[config.mk]
export PLATFORM = sky130hd
export DESIGN_NAME = input_port
export DESIGN_NICKNAME = d
export VERILOG_FILES = /design/src/rtl/input_port_pkg.sv /design/src/rtl/fifo_ram.sv /design/src/rtl/input_port.sv
export SDC_FILE = /design/constraint.sdc
export NUM_CORES = 1
export LEC_CHECK = 0
export ABC_AREA = 1
export BUFFER_PORTS_ARGS = -buffer_cell sky130_fd_sc_hd__buf_2
export CAP_MARGIN = 10
export CORE_AREA = 2 2 97 76
export DETAILED_ROUTE_END_ITERATION = 12
export DIE_AREA = 0 0 99 78
export GPL_TIMING_DRIVEN = 0
export PLACE_DENSITY = 0.66
export SYNTH_ARGS = -nofsm -noshare
export SYNTH_HDL_FRONTEND = slang
export SYNTH_SLANG_ARGS = --single-unit
[constraint.sdc]
create_clock -name clk -period 2.6 [get_ports clk]
set_clock_uncertainty 0.05 [all_clocks]
set_input_delay 0.26 -clock clk [delete_from_list [all_inputs] [get_ports clk]]
set_output_delay 0.26 -clock clk [all_outputs]
set_load 0.01 [all_outputs]
[src/rtl/input_port_pkg.sv]
// rtl/input_port_pkg.sv - shared bus width and default input FIFO depth
package input_port_pkg;

  localparam int IP_WIDTH = 16;
  localparam int IP_DEPTH = 4;

  typedef enum logic [1:0] {
    OP_IDLE = 2'b00,
    OP_POP  = 2'b01,
    OP_PUSH = 2'b10,
    OP_BOTH = 2'b11
  } fifo_op_e;

endpackage

[src/rtl/fifo_ram.sv]
// rtl/fifo_ram.sv - DEPTH x WIDTH storage, one write port, async read, no reset
module fifo_ram
  import input_port_pkg::*;
#(
  parameter int DEPTH = IP_DEPTH,
  parameter int WIDTH = IP_WIDTH,
  localparam int AW   = $clog2(DEPTH)
) (
  input  logic             clk,
  input  logic             i_we,
  input  logic [AW-1:0]    i_waddr,
  input  logic [WIDTH-1:0] i_wdata,
  input  logic [AW-1:0]    i_raddr,
  output logic [WIDTH-1:0] o_rdata
);

  logic [WIDTH-1:0] r_mem [DEPTH];

  always_ff @(posedge clk) begin
    if (i_we) r_mem[i_waddr] <= i_wdata;
  end

  assign o_rdata = r_mem[i_raddr];

endmodule

[src/rtl/input_port.sv]
// rtl/input_port.sv - producer-facing input FIFO popped onto the CPU bus by ctl_in
module input_port
  import input_port_pkg::*;
#(
  parameter int DEPTH = IP_DEPTH,
  parameter int WIDTH = IP_WIDTH
) (
  input  logic             clk,
  input  logic             reset_raw,
  input  logic [WIDTH-1:0] in_data,
  input  logic             in_valid,
  output logic             in_ready,
  input  logic             ctl_in,
  output logic [WIDTH-1:0] bus_out,
  output logic             in_empty,
  output logic             in_full,
  output logic             in_underflow
);

  localparam int AW = $clog2(DEPTH);
  localparam int CW = AW + 1;

  generate
    if (DEPTH < 2 || DEPTH > 16 || (DEPTH & (DEPTH - 1)) != 0) begin : g_bad_depth
      $error("input_port: DEPTH must be a power of two in 2..16");
    end
  endgenerate

  logic [AW-1:0]    r_wr_ptr;
  logic [AW-1:0]    r_rd_ptr;
  logic [CW-1:0]    r_count;
  logic             r_underflow;

  logic             w_state_empty;
  logic             w_state_full;
  logic             w_push;
  logic             w_pop;
  logic [WIDTH-1:0] w_head;
  fifo_op_e         w_op;

  assign w_state_empty = (r_count == '0);
  assign w_state_full  = (r_count == CW'(DEPTH));

  // Status outputs are gated by reset so the producer sees a closed port while held in reset.
  assign in_ready     = reset_raw && !w_state_full;
  assign in_empty     = !reset_raw || w_state_empty;
  assign in_full      = reset_raw && w_state_full;
  assign in_underflow = r_underflow;

  assign w_push = in_valid && in_ready;
  assign w_pop  = reset_raw && ctl_in && !w_state_empty;
  assign w_op   = fifo_op_e'({w_push, w_pop});

  fifo_ram #(
    .DEPTH (DEPTH),
    .WIDTH (WIDTH)
  ) u_ram (
    .clk     (clk),
    .i_we    (w_push),
    .i_waddr (r_wr_ptr),
    .i_wdata (in_data),
    .i_raddr (r_rd_ptr),
    .o_rdata (w_head)
  );

  assign bus_out = w_pop ? w_head : '0;

  // Pointers wrap naturally because DEPTH is a power of two.
  always_ff @(posedge clk) begin
    if (!reset_raw) begin
      r_wr_ptr    <= '0;
      r_rd_ptr    <= '0;
      r_count     <= '0;
      r_underflow <= 1'b0;
    end else begin
      if (w_push) r_wr_ptr <= r_wr_ptr + AW'(1);
      if (w_pop)  r_rd_ptr <= r_rd_ptr + AW'(1);
      if (ctl_in && w_state_empty) r_underflow <= 1'b1;
      case (w_op)
        OP_PUSH: r_count <= r_count + CW'(1);
        OP_POP:  r_count <= r_count - CW'(1);
        default: r_count <= r_count;
      endcase
    end
  end

endmodule

## Word-level counts from Yosys, hierarchy flattened

Memory sizes are Yosys's and may differ from the RTL's. A register that Yosys moved wholly into a read port is not among the register bits.
Index checks and enable logic that the tools add are counted.

| word-level totals | value |
|---|---|
| register bits after elaboration | 8 |
| bits in latches | 0 |
| RAM bits | 64 |
| bits in read-only memories | 0 |
| output and inout port bits | 20 |
| logic and storage cells | 30 |
| memories kept | 1 |

| operators by class | value |
|---|---|
| add/subtract/negate cells | 4 |
| multipliers | 0 |
| divide/modulo/power cells | 0 |
| magnitude comparators | 0 |
| equality and inequality tests | 3 |
| shift operators | 0 |
| muxes and demuxes | 6 |
| bitwise operators | 0 |
| reduce and logical (&&, ||, !) cells | 12 |

Memories:

| memory | words | bits a word | read ports | clocked after memory_dff | wr ports | RTL line | source |
|---|---|---|---|---|---|---|---|
| u_ram.r_mem | 4 | 16 | 1 | 1 | 1 | fifo_ram.sv:17 | `logic [WIDTH-1:0] r_mem [DEPTH];` |

Operators with widths:

| cell | count |
|---|---|
| $mux W16 | 1 |
| $logic_and A1 B1 Y1 | 6 |
| $pmux W3 S2 | 1 |
| $add A2 B1 Y2 const B | 2 |
| $mux W2 | 2 |
| $add A3 B1 Y3 const B | 1 |
| $eq A3 B3 Y1 const B | 1 |
| $logic_not A1 Y1 | 3 |
| $logic_not A3 Y1 | 1 |
| $sub A3 B1 Y3 const B | 1 |
| $eq A2 B1 Y1 const B | 1 |
| $eq A2 B2 Y1 const B | 1 |
| $mux W1 | 2 |
| $reduce_bool A2 Y1 | 1 |
| $logic_or A1 B1 Y1 | 1 |

## Logic depth before layout (Yosys ltp)

Gate-level depths: netlist of run 1.

| logic depth | value |
|---|---|
| word-level depth | 6 |
| gate-level depth with buffers | 14 |
| mapped depth without buffers | 13 |

## Modules after synthesis

A second synthesis of run 1 with hierarchy kept.

| second synthesis, totals | value |
|---|---|
| cell total of the unflattened synthesis | 358 |
| area total of the unflattened synthesis | 3337.0 um^2 |

By module, submodules not included:

| module | times used | cells an instance | area an instance (um^2) |
|---|---|---|---|
| fifo_ram | 1 | 259 | 2758.9 |
| input_port | 1 | 99 | 578.1 |

## Worst setup path before layout of run 1

OpenSTA, ideal clock, no wires.

| path | value |
|---|---|
| path kind | register to register |
| from | register r_count[2] |
| to | register r_count[2] |
| setup time | 113 ps |
| arrival | 1688 ps |
| setup slack | 749 ps |
| cell stages (with the launch flop) | 15 |
| buffers on the path | 1 |
| period minus slack after synthesis | 1851 ps |
| cell sequence | dfxtp_1 > inv_2 > nand2_4 > nand3_4 > buf_6 > inv_2 > ha_1 > inv_1 > fa_1 > inv_1 > nand2_1 > nand3_1 > nand2_1 > nand2_1 > nor2_1 |

| on the way | value |
|---|---|
| elaborated cells on any way between the ends | 13 |
| classes of those cells | add/sub (2); eq/ne (3); mux (1); reduce/logical (7) |

RTL lines:

| what | RTL line | source |
|---|---|---|
| from (decl) | input_port.sv:31 | `logic [CW-1:0] r_count;` |
| from (signal assigned) | input_port.sv:80 | `OP_PUSH: r_count <= r_count + CW'(1);` |
| from (signal assigned) | input_port.sv:81 | `OP_POP: r_count <= r_count - CW'(1);` |
| from (signal assigned) | input_port.sv:82 | `default: r_count <= r_count;` |
| $logic_not A3 Y1 * | input_port.sv:41 | `assign w_state_empty = (r_count == '0);` |
| $logic_not A1 Y1 * | input_port.sv:51 | `assign w_pop = reset_raw && ctl_in && !w_state_empty;` |
| $logic_and A1 B1 Y1 * | input_port.sv:51 |  |
| via w_pop | input_port.sv:37 | `logic w_pop;` |
| $eq A2 B1 Y1 / $eq A2 B2 Y1 (equally long branches) | input_port.sv:79 | `case (w_op)` |
| $pmux W3 S2 / $reduce_bool A2 Y1 (equally long branches) | - |  |

Mark *: on every way through the listed nets, which the timed path passes. The rest lies on a longest branch.
A chain may end at the register's enable or synchronous reset.

## Worst setup path after layout of run 1

Same ends and word-level chain as after synthesis.

==> results of run 1 <==
## power groups by stage
stage               Sequential (mW)  Combinational, mW  Clock (mW)
floorplan                      1.37              0.179           0
global placement               1.37              0.267           0
detailed placement             1.37              0.276           0
CTS                            1.35              0.277       0.819
global route                   1.35              0.312       0.878
finish                         1.35              0.273       0.799
## cell families (layout without fill, tap and decap cells)
kind of cell / count (synthesis) / in the layout / share of synthesized area [%]
AOI/OAI and AO/OA: 56 / 56 / 10.3
DFF: 74 / 74 / 68.5
adders and majority gates: 6 / 6 / 2.67
and+or+nand+nor: 97 / 97 / 13.2
buffers and inverters: 33 / 87 / 5.37
## sequential cells by signal, indices dropped and copies added (netlist names), named ones only
signal and flops:
in_underflow 1, r_count 3, r_rd_ptr 2, u_ram.r_mem 64
r_wr_ptr 2
## per-layer routing
metal  global-route usage, %  vias to the layer above
met5                       0                        -
met4                    6.03                        0
met3                    5.32                        5
met2                    27.2                       49
met1                    22.9                      891
li1                        -                     1005
## final cells by class
type | instances | area, um^2 | share of cell area, %
multi-input combinational | 159 | 820 | 22.9
timing repair buffer | 39 | 195 | 5.45
clock inverter | 4 | 43.8 | 1.22
clock buffer | 11 | 131 | 3.67
buffer | 12 | 87.6 | 2.44
sequential | 74 | 2120 | 59.2
inverter | 21 | 78.8 | 2.20
tap | 84 | 105 | 2.93
## cell usage in the layout, fill, tap and decap left out, drive strengths merged
master  count
fa          1
nor2       75
inv        21
edfxtp     64
clkbuf     11
buf        51
o21ai      34
a21oi      22
nand2      15
clkinv      3
nand4       1
dfxtp      10
ha          5
nand3       6
bufinv      1
## synthesized netlist by cell type
master and count:
nor2_4 1, dfxtp_1 10, inv_2 5, o21ai_0 8
nand3_2 1, a21oi_2 10, edfxtp_1 64, fa_1 1
ha_1 5, nand3_1 4, buf_6 2, buf_2 4
o21ai_1 26, buf_4 6, a21oi_1 12, inv_1 16
nand4_1 1, nand2_2 1, nand2_1 13, nor2_1 74
nand2_4 1, nand3_4 1
## final timing paths
check / from / end / cells after the start
setup reg to reg: r_count[2] / r_count[2] / 14
hold reg to reg: in_underflow / in_underflow / 2
setup / recovery: r_count[2] / r_count[2] / 14
hold / removal: in_data[13] / u_ram.r_mem[1][13] / 1
## per-stage QoR
stage | util [%] | worst slack, ps | instance area, um^2 | power (mW)
floorplan | - | 749 | 3100 | 1.55
global placement | 51.0 | 232 | 3400 | 1.64
detailed placement | 51.1 | 540 | 3410 | 1.65
CTS | 53.7 | 525 | 3580 | 2.44
global route | 53.7 | 329 | 3580 | 2.54
finish | 53.7 | 545 | 3580 | 2.42
## worst register-to-register path, stage by stage, from the launching register on
cell and delay [ps]:
dfxtp_1 390, inv_2 80, nand2_4 90, nand3_4 140, buf_6 210, inv_2 60, ha_1 150, inv_1 60
fa_1 380, inv_1 60, nand2_1 40, nand3_1 80, nand2_1 60, nand2_1 60, nor2_1 40
==> qor.yml, run 1 <==
p_leak_nw: 1.38
max_slew_margin_pct: 33.7
worst-r2r-setup-slack_ps: 540
drtPass1Iterations: 5
yosysSeqAreaShare_pct: 68.5
synth_area_per_cell_um2: 11.6
criticalPathCategory: "reg2reg"
p_int_mw: 1.86
hold_viol: 0
grt_pass1_vias: 1930
cp_slowest_stage_delay_ps: 390
nNetsFinal: 342
crit_top_cell: "nand2_1"
synth_area_leader_cell: "edfxtp_1"
p_clk_share_pct: 33.0
h-tree-depth: 3
finalWeightedCongestion: 0.721
insertedDiodeCount: 0
cts_buffers: 9
critPathLaunchType: "register"
fmax_mhz: 487
met2_wirelength_mm: 2.93
grt_max_degree: 17
powerDensity_mw_per_mm2: 675
drt_iter0_markers: 118
top_layer: "met4"
path_clk_slew_ps: 70
path_cells: "inv_2 > nand2_4 > nand3_4 > buf_6 > inv_2 > ha_1 > inv_1 > fa_1 > inv_1 > nand2_1 > nand3_1 > nand2_1 > nand2_1 > nor2_1"
drtAntennaViolNets: 0
drc_errors: 0
die_x_um: 99
drt-total-wl_mm: 6.07
synth_top_area_share_pct: 62.0
synth_nets: 292
yosysWarnings: 0
cts_tree: "done"
grt_usage_pct: 17.3
vias_per_cell: 4.83
p_switching_mw: 0.563
fin_crit_sh_pct: 79.0
final_cells: 404
worstPathMaxFanout: 10
die_area_mm2: 0.00772
ir_drop_mv: 0.382
cts-root-buf: "clkbuf_8"
setup_violations: 0
ys_seq_elements: 74
placed_cells: 389
synth.top_cells.by_area: "edfxtp_1, nor2_1, dfxtp_1"
rows: 26
worstMarginPinSlew_ps: 994
whs_ps: 86.7
clk_path_buf_depth: 2
dp_hpwl_mm: 3.91
critPathArrivalTime_ps: 2230
met1_length_mm: 2.72
wl_per_cell_um: 15.0
antenna_found_initial: 0
cts_setup_buffers: 0
holdBufCountCts: 0
cts_resized: 0
io_pins: 40
met3_wirelength_um: 345
rsz0062_at_grt: "false"
grt_pass1_wl_mm: 9.79
tns_ps: 0
power_frac_seq_pct: 55.7
core_mm2: 0.00667
die_h_um: 78
worstSetupEndpointType: "register"
drv_slew: 0
syn2layout_area_growth_pct: 15.7
p_sw_share_pct: 23.3
outcome: "finished clean"
cp.required_ps: 2780
comb_power_share_pct: 11.3
path_delay_family: "adder cells"
synth_cell_type_count: 22
period_needed_ps: 2060
cts.sinks: 74
initial_core_util_pct: 46.5
drive_above_1_share_pct: 27.2
hp-class: "in2reg"
worstSkewPairLatency_ps: 330
fillers: 582
via_count: 1950
crit_buf_inv: 5
overflow: 0
netlist_instances: 266
io_buffers: 39
crit_path_top_delay_cell: "dfxtp_1"
max_cap_viol_count: 0
netlist_area_mm2: 0.00310
Note: power is estimated with default switching activity, not from simulation.
==> run 2, diff against run 1 <==
- clock period: 2.6 -> 1.9 ns (I/O delays scaled with it)
==> run 2 against run 1 <==
  * Clock power up 38%
  * Sequential share of layout area fell by 1.3 points
  * Die area unchanged
  * Largest power group unchanged
  * Core utilization up 1.4 points
  * Highest routed layer unchanged
  * Non-clock buffer count grew 4
  * Cell area is 2.6% higher
  * Combinational power is 50% higher
  * Sequential power increased by 37%
==> qor.yml, run 2 (synthesis results as in run 1) <==
outcome: "finished clean"
clk_path_buf_depth: 2  # unchanged
crit_path_top_delay_cell: "nor2_2"
grt_pass1_wl_mm: 9.85  # +0.56%
cts-root-buf: "clkbuf_8"
drv_slew: 0  # unchanged
total_power_mw: 3.35  # +39%
dp_slack_ps: -160  # -700 ps
fin_crit_sh_pct: 96.0  # +17 points
overflow: 0  # unchanged
finalWeightedCongestion: 0.721  # unchanged
antenna_found_initial: 0  # unchanged
syn2layout_area_growth_pct: 18.7
hold_viol: 0  # unchanged
cts.sinks: 74  # unchanged
rsz0062_at_grt: "true"
p_sw_share_pct: 23.4  # +0.16 points
drt-total-wl_mm: 6.12  # +0.74%
rows: 26  # unchanged
drtPass1Iterations: 4  # -1
comb_power_share_pct: 12.2  # +0.9 points
setup_violations: 0  # unchanged
critPathLaunchType: "register"
drtAntennaViolNets: 0  # unchanged
placed_cells: 389  # unchanged
holdBufCountCts: 0  # unchanged
worstMarginPinSlew_ps: 913  # -81.3 ps
cp_slowest_stage_delay_ps: 730  # +340 ps
p_int_mw: 2.57  # +38%
criticalPathCategory: "reg2reg"
initial_core_util_pct: 46.5  # unchanged
drt_iter0_markers: 129  # +9.3%
p_leak_nw: 1.41  # +2.3%
largest_register: "u_ram.r_mem"
drive_above_1_share_pct: 29.9  # +2.8 points
path_cells: "nor2_4 > nand2_2 > nand3_4 > nor2_2"
hp-class: "in2reg"
worstSetupEndpointType: "register"
p_switching_mw: 0.786  # +40%
cts_tree: "done"
power_frac_seq_pct: 55.0  # -0.7 points
vias_per_cell: 4.83  # about the same
ir_drop_mv: 0.518  # +36%
worstPathMaxFanout: 16  # +6
core_mm2: 0.00667  # unchanged
max_cap_viol_count: 0  # unchanged
io_buffers: 39  # unchanged
fmax_mhz: 549  # +13%
fillers: 571  # -1.9%
path_clk_slew_ps: 70  # about the same
max_slew_margin_pct: 39.1  # +5.4 points
dp_hpwl_mm: 3.91  # unchanged
powerDensity_mw_per_mm2: 912  # +35%
finish.utilization_pct: 55.1  # +1.4 points
top_regs: "u_ram.r_mem x64, r_count x3"
most-common-layout-cells: "nor2_1, edfxtp_1, buf_2, o21ai_1, inv_1"
cp.required_ps: 1810  # -970 ps
period_needed_ps: 1820  # -232 ps
nNetsFinal: 346  # +1.2%
h-tree-depth: 3  # unchanged
drc_errors: 0  # unchanged
grt_max_degree: 17  # unchanged
crit_buf_inv: 0  # -5
die_h_um: 78  # unchanged
largest_reg_flops: 64  # unchanged
wl_per_cell_um: 15.0  # -0.25%
die_area_mm2: 0.00772  # unchanged
cts_buffers: 9  # unchanged
grt_usage_pct: 17.4  # +0.097 points
critPathArrivalTime_ps: 1730  # -500 ps
final_cells: 408  # +0.99%
final_common_cell: "nor2_1"
whs_ps: 16.5  # -70.2 ps
via_count: 1971  # +1.1%
die_x_um: 99  # unchanged
path_delay_family: "simple AND/OR/NAND/NOR gates"
io_pins: 40  # unchanged
setup_ws_ps: 76.8  # -468 ps
worstSkewPairLatency_ps: 340  # about the same
p_clk_share_pct: 32.8  # -0.2 points
insertedDiodeCount: 0  # unchanged
grt_pass1_vias: 1935  # +0.26%
-- run 2: cell count changes in the layout (fill, tap and decap cells not counted), sizes merged --
cell	change
buf	+4
-- run 2: path summary, 6_finish.rpt --
check	start	depth (start not counted)	end	slack, ps
worst max-delay path	r_count[1]	4	u_ram.r_mem[3][9]	80
worst min-delay path	in_data[13]	1	u_ram.r_mem[1][13]	20
worst max register to register	r_count[1]	4	u_ram.r_mem[3][9]	80
worst min register to register	in_underflow	2	in_underflow	400
-- run 2: repair_timing --
item,4_1_cts,5_1_grt
gates resized for setup,5,19
buffers inserted,1,3
endpoints found under the setup margin,66,76
pin swaps,0,3
-- run 2: per-layer routing --
| layer | part of all wire [%] | vias to the layer above | global-route usage (%) |
|---|---|---|---|
| met5 | 0 | - | 0 |
| li1 | - | 1012 | - |
| met1 | 46 | 901 | 23.1 |
| met3 | 6.3 | 5 | 5.32 |
| met4 | 1.3 | 0 | 6.03 |
| met2 | 47 | 53 | 27.3 |
-- run 2: power by group through the flow --
| stage | clock network (mW) | registers (mW) | logic, mW |
|---|---|---|---|
| final | 1.10 | 1.85 | 0.409 |
| after global routing | 1.20 | 1.85 | 0.464 |
| after detailed placement | 0 | 1.88 | 0.378 |
| after CTS | 1.12 | 1.85 | 0.386 |
| after global placement | 0 | 1.88 | 0.366 |
| after floorplan | 0 | 1.88 | 0.245 |
-- run 2: stage by stage --
stage	instance area (um^2)	setup TNS (ps)
floorplan	3100	0
global placement	3400	-29180
detailed placement	3410	-3920
CTS	3610	0
global route	3680	-1160
finish	3680	0
-- run 2: final cells by class --
class,instances,area [um^2],share of cell area [%]
flip-flops and latches,74,2130,57.9
repair buffers,43,225,6.12
inverters,21,78.8,2.14
plain buffers,12,119,3.23
well taps,84,105,2.86
multi-input cells,159,846,23.0
clock inverters,4,43.8,1.19
clock buffers,11,131,3.57
==> run 3, diff against run 2 <==
- CORE_AREA: 2 2 97 76 -> 5 5 100 79
- DIE_AREA: 0 0 99 78 -> 0 0 105 84
- clock period: 1.9 -> 2.3 ns (I/O delays scaled with it)
==> run 3 against run 2 <==
  * First-iteration DRC count fell by 23%
  * Routed wire length increased by 1.5%
  * Setup slack better by 130 ps
  * Global-route usage is 2.0 points lower
  * Maximum frequency fell by 13%
  * Worst hold slack gained 39 ps
  * Largest power group unchanged
  * Critical path type unchanged
  * Combinational power shrank 23%
  * Die area grew 14%
  * Core utilization fell by 2.6 points
  * Power fell by 13%
==> qor.yml, run 3 (synthesis results as in run 1) <==
outcome: "finished clean"
hp-class: "in2reg"
finish.utilization_pct: 52.5  # -2.6 points
drt_iter0_markers: 99  # -23%
cts_tree: "done"
drtPass1Iterations: 5  # +1
antenna_found_initial: 0  # unchanged
cp_slowest_stage_delay_ps: 410  # -320 ps
io_pins: 40  # unchanged
path_delay_family: "adder cells"
die_x_um: 105  # +6.1%
rows: 27  # +3.8%
powerDensity_mw_per_mm2: 796  # -13%
drt-total-wl_mm: 6.21  # +1.5%
holdBufCountCts: 0  # unchanged
most-common-layout-cells: "nor2_1, edfxtp_1, buf_2, o21ai_1, inv_1"
fmax_mhz: 477  # -13%
critPathLaunchType: "register"
overflow: 0  # unchanged
period_needed_ps: 2100  # +275 ps
worstMarginPinSlew_ps: 913  # +0.621 ps
drive_above_1_share_pct: 27.9  # -2.1 points
drv_slew: 0  # unchanged
max_slew_margin_pct: 39.0  # -0.041 points
syn2layout_area_growth_pct: 18.0
final_common_cell: "nor2_1"
final-seq-area_mm2: 0.00212  # -0.29%
path_clk_slew_ps: 70  # about the same
total_power_mw: 2.91  # -13%
cts.sinks: 74  # unchanged
rsz0062_at_grt: "false"
core_mm2: 0.00696  # +4.4%
crit_path_top_delay_cell: "dfxtp_1"
finalWeightedCongestion: 0.752  # +4.3%
setup_violations: 0  # unchanged
worstPathMaxFanout: 10  # -6
fillers: 591  # +3.5%
largest_reg_flops: 64  # unchanged
nNetsFinal: 344  # -0.58%
cts_buffers: 9  # unchanged
largest_register: "u_ram.r_mem"
drc_errors: 0  # unchanged
worstSetupEndpointType: "register"
crit_buf_inv: 5  # +5
max_cap_viol_count: 0  # unchanged
via_count: 2028  # +2.9%
fin_crit_sh_pct: 91.2  # -4.7 points
worstSkewPairLatency_ps: 330  # about the same
p_leak_nw: 1.41  # about the same
top_regs: "u_ram.r_mem x64, r_count x3"
cts_setup_buffers: 0  # -1
crit_top_cell: "nand2_1"
criticalPathCategory: "reg2reg"
grt_pass1_wl_mm: 10.4  # +5.5%
vias_per_cell: 4.95  # +2.4%
path_cells: "inv_2 > nand2_4 > nand3_4 > buf_6 > inv_2 > ha_1 > inv_1 > fa_1 > inv_1 > nand2_1 > nand3_1 > nand2_1 > nand2_1 > nor2_1"
multiInputGateArea_um2: 820  # -3.1%
io_buffers: 39  # unchanged
drtAntennaViolNets: 0  # unchanged
grt_pass1_vias: 2092  # +8.1%
whs_ps: 55.1  # +38.6 ps
clk_path_buf_depth: 2  # unchanged
die_h_um: 84  # +7.7%
cts-root-buf: "clkbuf_8"
ir_drop_mv: 0.411  # -21%
hold_viol: 0  # unchanged
cp.required_ps: 2480  # +670 ps
insertedDiodeCount: 0  # unchanged
cts_resized: 0  # -5
grt_max_degree: 17  # unchanged
initial_core_util_pct: 44.5  # -1.9 points
dp_hpwl_mm: 4.07  # +3.9%
grt_usage_pct: 15.4  # -2.0 points
die_area_mm2: 0.00882  # +14%
critPathArrivalTime_ps: 2280  # +550 ps
h-tree-depth: 3  # unchanged
tns_ps: 0  # unchanged
wl_per_cell_um: 15.2  # +1.0%
[run 3: cell types whose count changed in the layout (fill, tap and decap cells not counted), moves of 3 or more]
cell / change
dfxtp_1: +3
buf_6: -3
buf_4: -3
buf_2: +3
[run 3: path summary, 6_finish.rpt]
| kind | from | to | slack (ps) | cells after the start |
|---|---|---|---|---|
| min | in_data[9] | u_ram.r_mem[3][9] | 60 | 1 |
| min reg2reg | in_underflow | in_underflow | 400 | 2 |
| max reg2reg | r_count[2] | r_count[2] | 200 | 14 |
| max | r_count[2] | r_count[2] | 200 | 14 |
[run 3: per-layer routing]
layer | share of wire [%] | wire, um | global-route usage, % | vias up
li1 | - | - | - | 1014
met5 | 0 | 0 | 0 | -
met3 | 6.1 | 382 | 5.03 | 4
met4 | 0.79 | 49 | 5.57 | 0
met2 | 49 | 3040 | 24.5 | 57
met1 | 44 | 2740 | 19.6 | 953
[run 3: where the power goes]
part	switching, mW	internal (mW)	total [mW]
Clock	0.431	0.640	1.07
Combinational	0.206	0.108	0.314
Sequential	0.0193	1.51	1.52
Total	0.656	2.25	2.91
[run 3: stage by stage]
| stage | area [um^2] | worst slack [ps] | cells |
|---|---|---|---|
| floorplan | 3100 | 449 | 266 |
| global placement | 3400 | -71.9 | 392 |
| detailed placement | 3440 | 199 | 394 |
| CTS | 3660 | 185 | 410 |
| global route | 3660 | 32.6 | 410 |
| finish | 3660 | 202 | 410 |
[run 3: worst register-to-register path, cell delays in order, from the launching register on]
cell and delay (ps):
dfxtp_1 410, inv_2 90, nand2_4 90, nand3_4 150
buf_6 220, inv_2 60, ha_1 150, inv_1 60
fa_1 380, inv_1 60, nand2_1 40, nand3_1 90
nand2_1 60, nand2_1 50, nor2_1 30
[run 3: final cells by class]
class                      count  area share, %
inverter                      21           2.16
timing repair buffer          41           6.16
clock inverter                 3           1.78
clock buffer                  13           4.07
sequential                    74           58.0
buffer                        12           2.40
multi-input combinational    159           22.4
tap                           87           2.98
